===== src/rtl/apb_pkg.sv =====
// Shared types and constants for the APB register-file completer and its wait-state controller.
package apb_pkg;

    typedef enum logic [1:0] {
        IDLE = 2'd0,
        WAIT = 2'd1,
        DONE = 2'd2
    } apb_state_e;

    // One-hot error causes; any set bit makes the transfer answer with PSLVERR
    localparam int unsigned ERR_W = 3;
    localparam logic [ERR_W-1:0] ERR_MISALIGN = 3'b001;
    localparam logic [ERR_W-1:0] ERR_RANGE    = 3'b010;
    localparam logic [ERR_W-1:0] ERR_RO_WRITE = 3'b100;

    localparam int unsigned WORD_LSB = 2;
    localparam int unsigned CNT_W    = 4;

    // Counter preload when leaving SETUP; unused when there are no wait states
    function automatic logic [CNT_W-1:0] wait_init(input int unsigned wait_cycles);
        return (wait_cycles == 0) ? '0 : CNT_W'(wait_cycles - 1);
    endfunction

endpackage


===== src/rtl/apb_wait_ctrl.sv =====
// Transfer sequencer: tracks SETUP/ACCESS, inserts wait states, drives PREADY and the commit strobe.
module apb_wait_ctrl
    import apb_pkg::*;
#(
    parameter int unsigned WAIT_CYCLES = 1
) (
    input  logic i_clk,
    input  logic i_rst_n,
    input  logic i_psel,
    input  logic i_penable,
    output logic o_pready,
    output logic o_setup_c,
    output logic o_enter_done_c,
    output logic o_commit_c
);

    localparam logic [CNT_W-1:0] CNT_INIT = wait_init(WAIT_CYCLES);

    apb_state_e       r_state;
    apb_state_e       w_state_nxt;
    logic [CNT_W-1:0] r_cnt;
    logic [CNT_W-1:0] w_cnt_nxt;
    logic             r_pready;

    always_comb begin
        w_state_nxt    = r_state;
        w_cnt_nxt      = r_cnt;
        o_setup_c      = 1'b0;
        o_enter_done_c = 1'b0;
        o_commit_c     = 1'b0;
        case (r_state)
            IDLE: begin
                // An ACCESS-phase cycle seen here had no SETUP and is ignored
                if (i_psel && !i_penable) begin
                    o_setup_c = 1'b1;
                    if (WAIT_CYCLES == 0) begin
                        w_state_nxt    = DONE;
                        o_enter_done_c = 1'b1;
                    end else begin
                        w_state_nxt = WAIT;
                        w_cnt_nxt   = CNT_INIT;
                    end
                end
            end
            WAIT: begin
                if (!i_psel) begin
                    w_state_nxt = IDLE;
                    w_cnt_nxt   = '0;
                end else if (r_cnt == '0) begin
                    w_state_nxt    = DONE;
                    o_enter_done_c = 1'b1;
                end else begin
                    w_cnt_nxt = r_cnt - CNT_W'(1);
                end
            end
            DONE: begin
                w_state_nxt = IDLE;
                o_commit_c  = i_psel;
            end
            default: begin
                w_state_nxt = IDLE;
                w_cnt_nxt   = '0;
            end
        endcase
    end

    always_ff @(posedge i_clk or negedge i_rst_n) begin
        if (!i_rst_n) begin
            r_state  <= IDLE;
            r_cnt    <= '0;
            r_pready <= 1'b0;
        end else begin
            r_state  <= w_state_nxt;
            r_cnt    <= w_cnt_nxt;
            r_pready <= (w_state_nxt == DONE);
        end
    end

    assign o_pready = r_pready;

endmodule


===== src/rtl/apb_slave_regfile.sv =====
// APB3 completer serving NREGS-1 read/write control words plus one read-only status word.
module apb_slave_regfile
    import apb_pkg::*;
#(
    parameter int unsigned DWIDTH      = 32,
    parameter int unsigned AWIDTH      = 32,
    parameter int unsigned NREGS       = 8,
    parameter int unsigned WAIT_CYCLES = 1
) (
    input  logic                          PCLK,
    input  logic                          PRESETn,
    input  logic                          PSEL,
    input  logic                          PENABLE,
    input  logic                          PWRITE,
    input  logic [AWIDTH-1:0]             PADDR,
    input  logic [DWIDTH-1:0]             PWDATA,
    output logic                          PREADY,
    output logic [DWIDTH-1:0]             PRDATA,
    output logic                          PSLVERR,
    output logic [(NREGS-1)*DWIDTH-1:0]   ctrl_o,
    output logic [NREGS-2:0]              wr_pulse_o,
    input  logic [DWIDTH-1:0]             status_i
);

    localparam int unsigned NRW   = NREGS - 1;
    localparam int unsigned IDX_W = $clog2(NREGS);

    logic                        w_setup_c;
    logic                        w_enter_done_c;
    logic                        w_commit_c;
    logic                        w_commit_wr;
    logic [IDX_W-1:0]            w_dec_idx;
    logic [ERR_W-1:0]            w_cause;
    logic                        w_dec_err;
    logic [IDX_W-1:0]            w_sel_idx;
    logic                        w_sel_err;
    logic                        w_sel_write;
    logic [DWIDTH-1:0]           w_rd_val;
    logic [IDX_W-1:0]            r_idx;
    logic                        r_err;
    logic                        r_write;
    logic [DWIDTH-1:0]           r_wdata;
    logic [DWIDTH-1:0]           r_prdata;
    logic                        r_pslverr;
    logic [NRW-1:0][DWIDTH-1:0]  r_ctrl;
    logic [NRW-1:0]              r_wr_pulse;

    apb_wait_ctrl #(
        .WAIT_CYCLES (WAIT_CYCLES)
    ) u_wait_ctrl (
        .i_clk          (PCLK),
        .i_rst_n        (PRESETn),
        .i_psel         (PSEL),
        .i_penable      (PENABLE),
        .o_pready       (PREADY),
        .o_setup_c      (w_setup_c),
        .o_enter_done_c (w_enter_done_c),
        .o_commit_c     (w_commit_c)
    );

    // Address decode of the live bus, used at the SETUP edge
    assign w_dec_idx = PADDR[WORD_LSB +: IDX_W];

    always_comb begin
        w_cause = '0;
        if (PADDR[WORD_LSB-1:0] != '0) begin
            w_cause = w_cause | ERR_MISALIGN;
        end
        if (PADDR >= AWIDTH'(NREGS * 4)) begin
            w_cause = w_cause | ERR_RANGE;
        end
        if (PWRITE && (w_dec_idx == IDX_W'(NREGS - 1))) begin
            w_cause = w_cause | ERR_RO_WRITE;
        end
    end

    assign w_dec_err = |w_cause;

    // With zero wait states DONE is entered on the SETUP edge, before the latch holds the decode
    assign w_sel_idx   = w_setup_c ? w_dec_idx : r_idx;
    assign w_sel_err   = w_setup_c ? w_dec_err : r_err;
    assign w_sel_write = w_setup_c ? PWRITE    : r_write;

    always_comb begin
        w_rd_val = '0;
        if (w_sel_idx == IDX_W'(NREGS - 1)) begin
            w_rd_val = status_i;
        end
        for (int i = 0; i < NRW; i++) begin
            if (w_sel_idx == IDX_W'(i)) begin
                w_rd_val = r_ctrl[i];
            end
        end
    end

    always_ff @(posedge PCLK or negedge PRESETn) begin
        if (!PRESETn) begin
            r_idx   <= '0;
            r_err   <= 1'b0;
            r_write <= 1'b0;
            r_wdata <= '0;
        end else if (w_setup_c) begin
            r_idx   <= w_dec_idx;
            r_err   <= w_dec_err;
            r_write <= PWRITE;
            r_wdata <= PWDATA;
        end
    end

    // Response is loaded on DONE entry and cleared on every other edge
    always_ff @(posedge PCLK or negedge PRESETn) begin
        if (!PRESETn) begin
            r_prdata  <= '0;
            r_pslverr <= 1'b0;
        end else begin
            r_pslverr <= w_enter_done_c && w_sel_err;
            r_prdata  <= (w_enter_done_c && !w_sel_write && !w_sel_err) ? w_rd_val : '0;
        end
    end

    assign w_commit_wr = w_commit_c && r_write && !r_err;

    always_ff @(posedge PCLK or negedge PRESETn) begin
        if (!PRESETn) begin
            r_ctrl     <= '0;
            r_wr_pulse <= '0;
        end else begin
            for (int i = 0; i < NRW; i++) begin
                r_wr_pulse[i] <= w_commit_wr && (r_idx == IDX_W'(i));
                if (w_commit_wr && (r_idx == IDX_W'(i))) begin
                    r_ctrl[i] <= r_wdata;
                end
            end
        end
    end

    assign PRDATA     = r_prdata;
    assign PSLVERR    = r_pslverr;
    assign ctrl_o     = r_ctrl;
    assign wr_pulse_o = r_wr_pulse;

endmodule


===== config.mk =====
export PLATFORM = sky130hd
export DESIGN_NAME = apb_slave_regfile
export DESIGN_NICKNAME = d
export VERILOG_FILES = /design/src/rtl/apb_pkg.sv /design/src/rtl/apb_wait_ctrl.sv /design/src/rtl/apb_slave_regfile.sv
export SDC_FILE = /design/constraint.sdc
export NUM_CORES = 1
export LEC_CHECK = 0
export CORE_UTILIZATION = 49
export DETAILED_ROUTE_END_ITERATION = 10
export HOLD_SLACK_MARGIN = 0.15
export PLACE_DENSITY = 0.81
export SETUP_SLACK_MARGIN = 0.1
export SYNTH_ARGS = -nofsm -noshare
export SYNTH_HDL_FRONTEND = slang
export SYNTH_SLANG_ARGS = --single-unit

===== constraint.sdc =====
create_clock -name PCLK -period 2.2 [get_ports PCLK]
set_input_delay 0.44 -clock PCLK [delete_from_list [all_inputs] [get_ports PCLK]]
set_output_delay 0.44 -clock PCLK [all_outputs]
set_load 0.005 [all_outputs]

==> run summary, run 1 <==
* post-synthesis mux area share: 23.6%
* logic depth of the worst register-to-register path: 9
* core footprint: 0.0264 sq mm
* wire length per cell: 26.9 um
* largest stage delay on the critical path: 0.41 ns
* Port-buffer cells: 365
* clock buffer depth: 3
* predominant post-synthesis flop cell: dfrtp_1
* CTS sink cnt: 308
* flops & latches, synth: 308
* count of mapped cells out of synthesis: 985
* power dissipated by switching net loads: 4.28 mW
* Hold Worst Slack: 0.491 ns
* Inserted Clock Buffers: 34
* Clock Skews: 0.0201 ns
* worst relative slew slack: 60.8%
* Avg Vias per Cell: 6.09
* area added between synthesis and finish: 50.4%
* unrepaired setup endpoints after global routing: true
* residual antenna-violating net count after detailed routing: 0
* Crit Path Category: reg2reg
* Crit Path Max Fanout: 7
* crit share post-route: 100%
* switching share of total power: 28.1%
* most common cell after layout, fill and taps aside: clkdlybuf4s50_1
* Comb pwr share: 20.5%
* Slew Viols, Final: 0
* Compound-Gate Fraction of Synth Area: 11.4%
* top-level port count: 366
* number of search-and-repair iterations in the first detailed-routing pass: 5
* die boundary height: 167 um
* Final setup violation count: 2
* number of DRC violations after detailed routing: 0
* count of yosys warnings during synthesis: 0
* logic depth of the worst setup path including buffers: 9
* slew at the pin closest to its max-slew limit: 0.585 ns
* ratio of cells with drive above 1 in the final layout: 34.7%
* worst skew pair latency: 0.51 ns
* Synth Area in Adders: 0.188%
* wire length of the first global-routing pass: 72000 um
* register-to-register setup slack: -0.003 ns
* run status: finished, violations left
* Cell variety after synth: 49
* TritonCTS clock tree: yes
* dominant combinational cell family by area after synthesis: multiplexers
* dpl ws: -0.609 ns
* leakage power: 9.12 nW
* number of buffer and inverter stages on the critical path: 4
* initial antenna violation count: 2
* Post-Synthesis Net Count: 1088
* required arrival time at the worst endpoint: 2.62 ns
* Post-DP HPWL: 31600 um
* share of total power in sequential cells: 43.4%
* kind of path behind the tightest hold check: in2async
* Post-Syn Area: 0.0133 sq mm
* Clock H-tree levels: 2
* pin count of the biggest net entering global routing: 61
* setup slack after layout: -0.00271 ns
* worst setup path startpoint: u_wait_ctrl.r_state[0]
* fin crit period: 2.20 ns
* final-stage net count: 1531
* number of filler cells placed in the layout: 1594
* failing checks: negative setup slack
* clk root buf: clkbuf_16
* initial core utilization: 50.5%
* basic-gate share of the synthesized area counting and, or, nand and nor cells: 3.93%
* CP top delay family: buffers and inverters
* die area: 0.0278 sq mm
* data arrival time of the worst path: 2.62 ns
* final std cell area, no fill: 0.0200 sq mm
* async set or reset register ratio after synthesis: 100%
* global placement routability congestion: 0.882
* fraction of power consumed by the clock network: 36.1%
* Max-Cap Viols: 0
* most used cell along the critical path: buf_12
* Overflow after GRT: 0
* maximum clock rate: 454 MHz
* placed instance area: 0.0183 sq mm
* DIE WIDTH: 167 um
* Critical Path, Cell by Cell: nor4b_4 > buf_6 > buf_12 > mux2i_4 > buf_12 > buf_12 > a21oi_2 > o211a_1 > a21oi_2
* syn avg cell area: 13.5 sq um
* hold violation count in the final report: 0
* launching element type of the critical path: flip-flop
* PD cells: 762 mW/mm^2
* sequential fraction of the synthesis area: 57.9%
* number of synthesized flops with an enable pin: 0
* cell-internal power: 11.0 mW
* cell type of the slowest stage on the worst timing path: dfrtp_1
* total wire length: 48000 um
* most frequent cells in the layout: 364 x clkdlybuf4s50_1, 308 x dfrtp_1, 258 x mux2_2
* critical path endpoint category: flip-flop
* global-route total usage across every layer: 34.6%
* Cell Rows: 59
* vias in the first global route: 11500
* worst ir drop on vdd: 0.719 mV
* register clock-pin slew on the reported worst setup and hold paths: 0.06 ns
* RR Startpoint: u_wait_ctrl.r_state[0]
* number of vias in the routed layout: 10900
* number of DRC markers after the initial detailed-route iteration: 1135
* Core Util, Final: 75.9%
* xor and xnor fraction of the mapped netlist area: 0%
## metal layers
metal,track usage (%),up-vias,routed length (um)
li1,-,4566,-
met4,14.3,2,1700
met5,0,-,17
met3,10.8,125,5190
met2,56.9,649,23200
met1,42.5,5533,17900
## through the flow
| step | TNS (ns) | std cells | power, mW |
|---|---|---|---|
| finish | -0.00382 | 1787 | 15.2 |
| global route | -1.53 | 1787 | 15.7 |
| CTS | 0 | 1784 | 15.1 |
| detailed placement | -27.05 | 1711 | 9.36 |
| global placement | -23.56 | 1711 | 9.26 |
| floorplan | 0 | 985 | 7.62 |
## synthesized netlist by cell type, types with 15 or more instances
library cell  number  share of area [%]
a22o_1            23                1.5
mux2i_1           15                1.1
o211a_1           22                1.7
nand2_1           31               0.87
o21ai_0           38                1.4
mux2_2           260                 22
o21ai_1           22               0.83
nor2_1            26               0.73
inv_1             16               0.45
a21oi_1           45                1.7
dfrtp_1          308                 58
a221oi_1          23                1.5
buf_2             43                1.6
## cells by family (layout without fill, tap and decap cells)
| logic type | count (synthesis) | count (layout) |
|---|---|---|
| buffers and inverters | 81 | 544 |
| DFF | 308 | 308 |
| AOI/OAI and AO/OA | 215 | 215 |
| other | 0 | 1 |
| and+or+nand+nor | 100 | 100 |
| muxes | 279 | 282 |
| adders and majority gates | 2 | 2 |
## area by class of cell
| class | instances | area, sq um | share of cell area [%] |
|---|---|---|---|
| flip-flops and latches | 308 | 7710 | 38.5 |
| multi-input cells | 599 | 5720 | 28.6 |
| repair buffers | 469 | 5030 | 25.2 |
| clock buffers | 53 | 1000 | 5.02 |
| well taps | 335 | 419 | 2.10 |
| inverters | 16 | 60.1 | 0.300 |
| clock inverters | 6 | 58.8 | 0.294 |
| diodes | 1 | 2.50 | 0.0125 |
## power by group through the flow
stage | Sequential [mW] | Combinational, mW | Clock, mW
finish | 6.62 | 3.12 | 5.50
detailed placement | 6.67 | 2.69 | 0
floorplan | 6.49 | 1.13 | 0
global route | 6.67 | 3.27 | 5.77
global placement | 6.65 | 2.62 | 0
CTS | 6.59 | 2.96 | 5.54
## state kept, by name, indices dropped and copies added, names as in the netlist
name                  cells
wr_pulse_o                7
PRDATA                   32
u_wait_ctrl.r_state       2
r_err                     1
ctrl_o                  224
u_wait_ctrl.o_pready      1
PSLVERR                   1
r_idx                     3
r_write                   1
u_wait_ctrl.r_cnt         4
r_wdata                  32
## worst register-to-register path, stage by stage (launching register included)
cell and delay [ns]:
dfrtp_1 0.41, nor4b_4 0.33, buf_6 0.21, buf_12 0.15
mux2i_4 0.30, buf_12 0.16, buf_12 0.14, a21oi_2 0.04
o211a_1 0.25, a21oi_2 0.14
## final timing paths
path | end
hold / removal | u_wait_ctrl.r_cnt[2]
max in group asynchronous | ctrl_o[174]
setup reg to reg | PRDATA[10]
setup / recovery | PRDATA[10]
hold reg to reg | u_wait_ctrl.r_cnt[3]
min in group PCLK | u_wait_ctrl.r_cnt[3]
## timing repair
item                       4_1_cts  5_1_grt
pin swaps                       21       35
hold endpoints to repair        50        0
setup endpoints to repair       32       74
hold buffers                     1        0
gates cloned                     5        0
setup buffers                    8        2
resized for setup               61       61
No activity file was read; power rests on OpenSTA's default activity.
==> run 2: changes to the inputs <==
--- a/config.mk
+++ b/config.mk
@@ -5,10 +5,10 @@
 export SDC_FILE = /design/constraint.sdc
 export NUM_CORES = 1
 export LEC_CHECK = 0
-export CORE_UTILIZATION = 49
+export CORE_UTILIZATION = 45
 export DETAILED_ROUTE_END_ITERATION = 10
 export HOLD_SLACK_MARGIN = 0.15
-export PLACE_DENSITY = 0.81
+export PLACE_DENSITY = 0.74
 export SETUP_SLACK_MARGIN = 0.1
 export SYNTH_ARGS = -nofsm -noshare
 export SYNTH_HDL_FRONTEND = slang
==> run 2 against run 1 <==
Compared with the run above: the run still ends with negative setup slack left; clock skew increased by 0.0039 ns; hold slack got worse by 0.027 ns; first-iteration DRC count decreased by 20%; largest power group unchanged; utilization decreased by 6.4 points; register-to-register slack got worse by 0.04 ns; worst setup slack got worse by 0.042 ns; sequential cell count unchanged; final cell count increased by 3.4%; sequential power about the same; via count decreased by 1.1%; total power increased by 0.23%.
==> run summary, run 2 (synthesis gave the netlist of run 1 again) <==
* initial antenna violation count: 2, unchanged
* Cell Rows: 62, +5.1%
* Core Util, Final: 69.5%, -6.4 points
* unrepaired setup endpoints after global routing: true
* Reg2Reg Capture Point: PRDATA[11]
* total wire length: 47800 um, -0.42%
* Post-DP HPWL: 31400 um, -0.51%
* final-stage net count: 1542, +0.72%
* Clock H-tree levels: 2, unchanged
* leakage power: 9.17 nW, +0.57%
* flip-flop count of the largest register, all copies and words added: 224, unchanged
* slew at the pin closest to its max-slew limit: 0.697 ns, +0.111 ns
* largest stage delay on the critical path: 0.40 ns, about the same
* number of vias in the routed layout: 10800, -1.1%
* maximum clock rate: 446 MHz, -1.9%
* hold violation count in the final report: 0, unchanged
* residual antenna-violating net count after detailed routing: 0, unchanged
* area added between synthesis and finish: 50.7%
* core footprint: 0.0289 sq mm, +9.5%
* run status: finished, violations left
* Final setup violation count: 8, +6
* number of buffer and inverter stages on the critical path: 3, -1
* fin crit period: 2.24 ns, +0.0416 ns
* Crit Path Category: reg2reg
* top-level port count: 366, unchanged
* number of search-and-repair iterations in the first detailed-routing pass: 5, unchanged
* worst relative slew slack: 53.5%, -7.4 points
* wire length of the first global-routing pass: 69800 um, -3.1%
* pin count of the biggest net entering global routing: 55, -9.8%
* PD cells: 762 mW/mm^2, about the same
* DIE WIDTH: 174 um, +4.3%
* clock buffer depth: 3, unchanged
* vias in the first global route: 11100, -3.0%
* die area: 0.0302 sq mm, +8.8%
* placed instance area: 0.0182 sq mm, -0.34%
* die boundary height: 174 um, +4.3%
* Critical Path, Cell by Cell: nor4b_4 > buf_6 > buf_4 > mux2_4 > buf_4 > o21ai_0 > o211ai_1 > o221a_1
* Slew Viols, Final: 0, unchanged
* failing checks: negative setup slack
* Crit Path Max Fanout: 6, -1
* global placement routability congestion: 0.897, +1.8%
* logic depth of the worst register-to-register path: 8, -1
* clk root buf: clkbuf_16
* TritonCTS clock tree: yes
* crit share post-route: 102%, +1.9 points
* Overflow after GRT: 0, unchanged
* Clock Skews: 0.0240 ns, +0.00392 ns
* register clock-pin slew on the reported worst setup and hold paths: 0.07 ns, about the same
* kind of path behind the tightest hold check: in2async
* critical path endpoint category: flip-flop
* launching element type of the critical path: flip-flop
* CP top delay family: compound AO/OA/AOI/OAI gates
* worst ir drop on vdd: 0.594 mV, -17%
* global-route total usage across every layer: 31.0%, -3.6 points
* RR Startpoint: u_wait_ctrl.r_state[0]
* number of DRC violations after detailed routing: 0, unchanged
* data arrival time of the worst path: 2.65 ns, +0.03 ns
* Max-Cap Viols: 0, unchanged
* worst setup path startpoint: u_wait_ctrl.r_state[0]
* register-to-register setup slack: -0.04 ns, -0.04 ns
* final std cell area, no fill: 0.0200 sq mm, +0.21%
* logic depth of the worst setup path including buffers: 8, -1
* Port-buffer cells: 365, unchanged
* Inserted Clock Buffers: 35, +2.9%
* Avg Vias per Cell: 5.82, -4.4%
* required arrival time at the worst endpoint: 2.61 ns, about the same
* worst skew pair latency: 0.53 ns, +0.02 ns
* most frequent cells in the layout: 364 x clkdlybuf4s50_1, 308 x dfrtp_1, 257 x mux2_2
* setup slack after layout: -0.0443 ns, -0.0416 ns
* end point of the critical path: PRDATA[11]
* cell type of the slowest stage on the worst timing path: dfrtp_1
* CTS sink cnt: 308, unchanged
* most used cell along the critical path: buf_4
* number of filler cells placed in the layout: 2085, +31%
* wire length per cell: 25.9 um, -3.7%
* ratio of cells with drive above 1 in the final layout: 34.8%, +0.036 points
* number of DRC markers after the initial detailed-route iteration: 907, -20%
* most common cell after layout, fill and taps aside: clkdlybuf4s50_1
* initial core utilization: 46.1%, -4.4 points
* Hold Worst Slack: 0.463 ns, -0.0275 ns
run 2: changes by cell type in the layout (fill, tap and decap cells not counted), sizes merged:
cell    before  now
buf        104  112
bufinv       1    0
clkbuf      53   55
clkinv       4    5
diode        1    3
inv         17   18
mux2       265  264
run 2: layer usage:
layer / global-route usage [%] / part of all wire [%]
met5: 0 / 0
met4: 11.1 / 3.5
met3: 8.92 / 10
met2: 50.1 / 47
met1: 39.8 / 39
run 2: power by group:
part           switching, mW  total (mW)  leakage [nW]  internal [mW]
combinational           1.43        3.09          4.43           1.66
sequential             0.566        6.62          4.20           6.05
clock                   2.32        5.57         0.536           3.25
total                   4.31        15.3          9.17           11.0
run 2: cell type report:
type                       instances  area [sq um]  share of cell area, %
antenna                            3          7.51                 0.0375
tap                              384           480                   2.40
sequential                       308          7710                   38.5
inverter                          16          60.1                  0.300
multi-input combinational        598          5640                   28.1
timing repair buffer             480          5060                   25.3
clock inverter                     7          57.6                  0.287
clock buffer                      52          1030                   5.14
run 2: timing repair:
action	in CTS	in global routing
gates resized for setup	42	56
pin swaps	5	46
cloned	6	3
setup buffers	16	4
endpoints found under the hold margin	42	0
hold buffers	1	0
endpoints found under the setup margin	32	32
run 2: worst min path at each step:
stage | endpoint | cells after the start | slack (ns)
after CTS | r_write | 2 | 0.49
after global routing | u_wait_ctrl.r_cnt[3] | 1 | 0.50
final | r_write | 2 | 0.46
after floorplan | PRDATA[0] | 0 | 0.14
after global placement | u_wait_ctrl.r_cnt[0] | 1 | 0.42
after detailed placement | u_wait_ctrl.r_cnt[1] | 1 | 0.42
run 2: metrics by stage:
step           power (mW)  cells  setup WS (ns)  setup TNS, ns
2_1_floorplan        7.62    985          0.184              0
3_3_place_gp         9.24   1757         -0.544         -16.75
3_5_place_dp         9.31   1757         -0.645         -20.91
4_1_cts              15.1   1839        0.00143              0
5_1_grt              15.7   1846         -0.100          -1.90
6_report             15.3   1848        -0.0443         -0.192
==> run 3: changes to the inputs <==
--- a/config.mk
+++ b/config.mk
@@ -10,6 +10,7 @@
 export HOLD_SLACK_MARGIN = 0.15
 export PLACE_DENSITY = 0.74
 export SETUP_SLACK_MARGIN = 0.1
+export SLEW_MARGIN = 30
 export SYNTH_ARGS = -nofsm -noshare
 export SYNTH_HDL_FRONTEND = slang
 export SYNTH_SLANG_ARGS = --single-unit
==> results of run 3 <==
The final DEF is identical to that of run 2; final timing and power are the same.
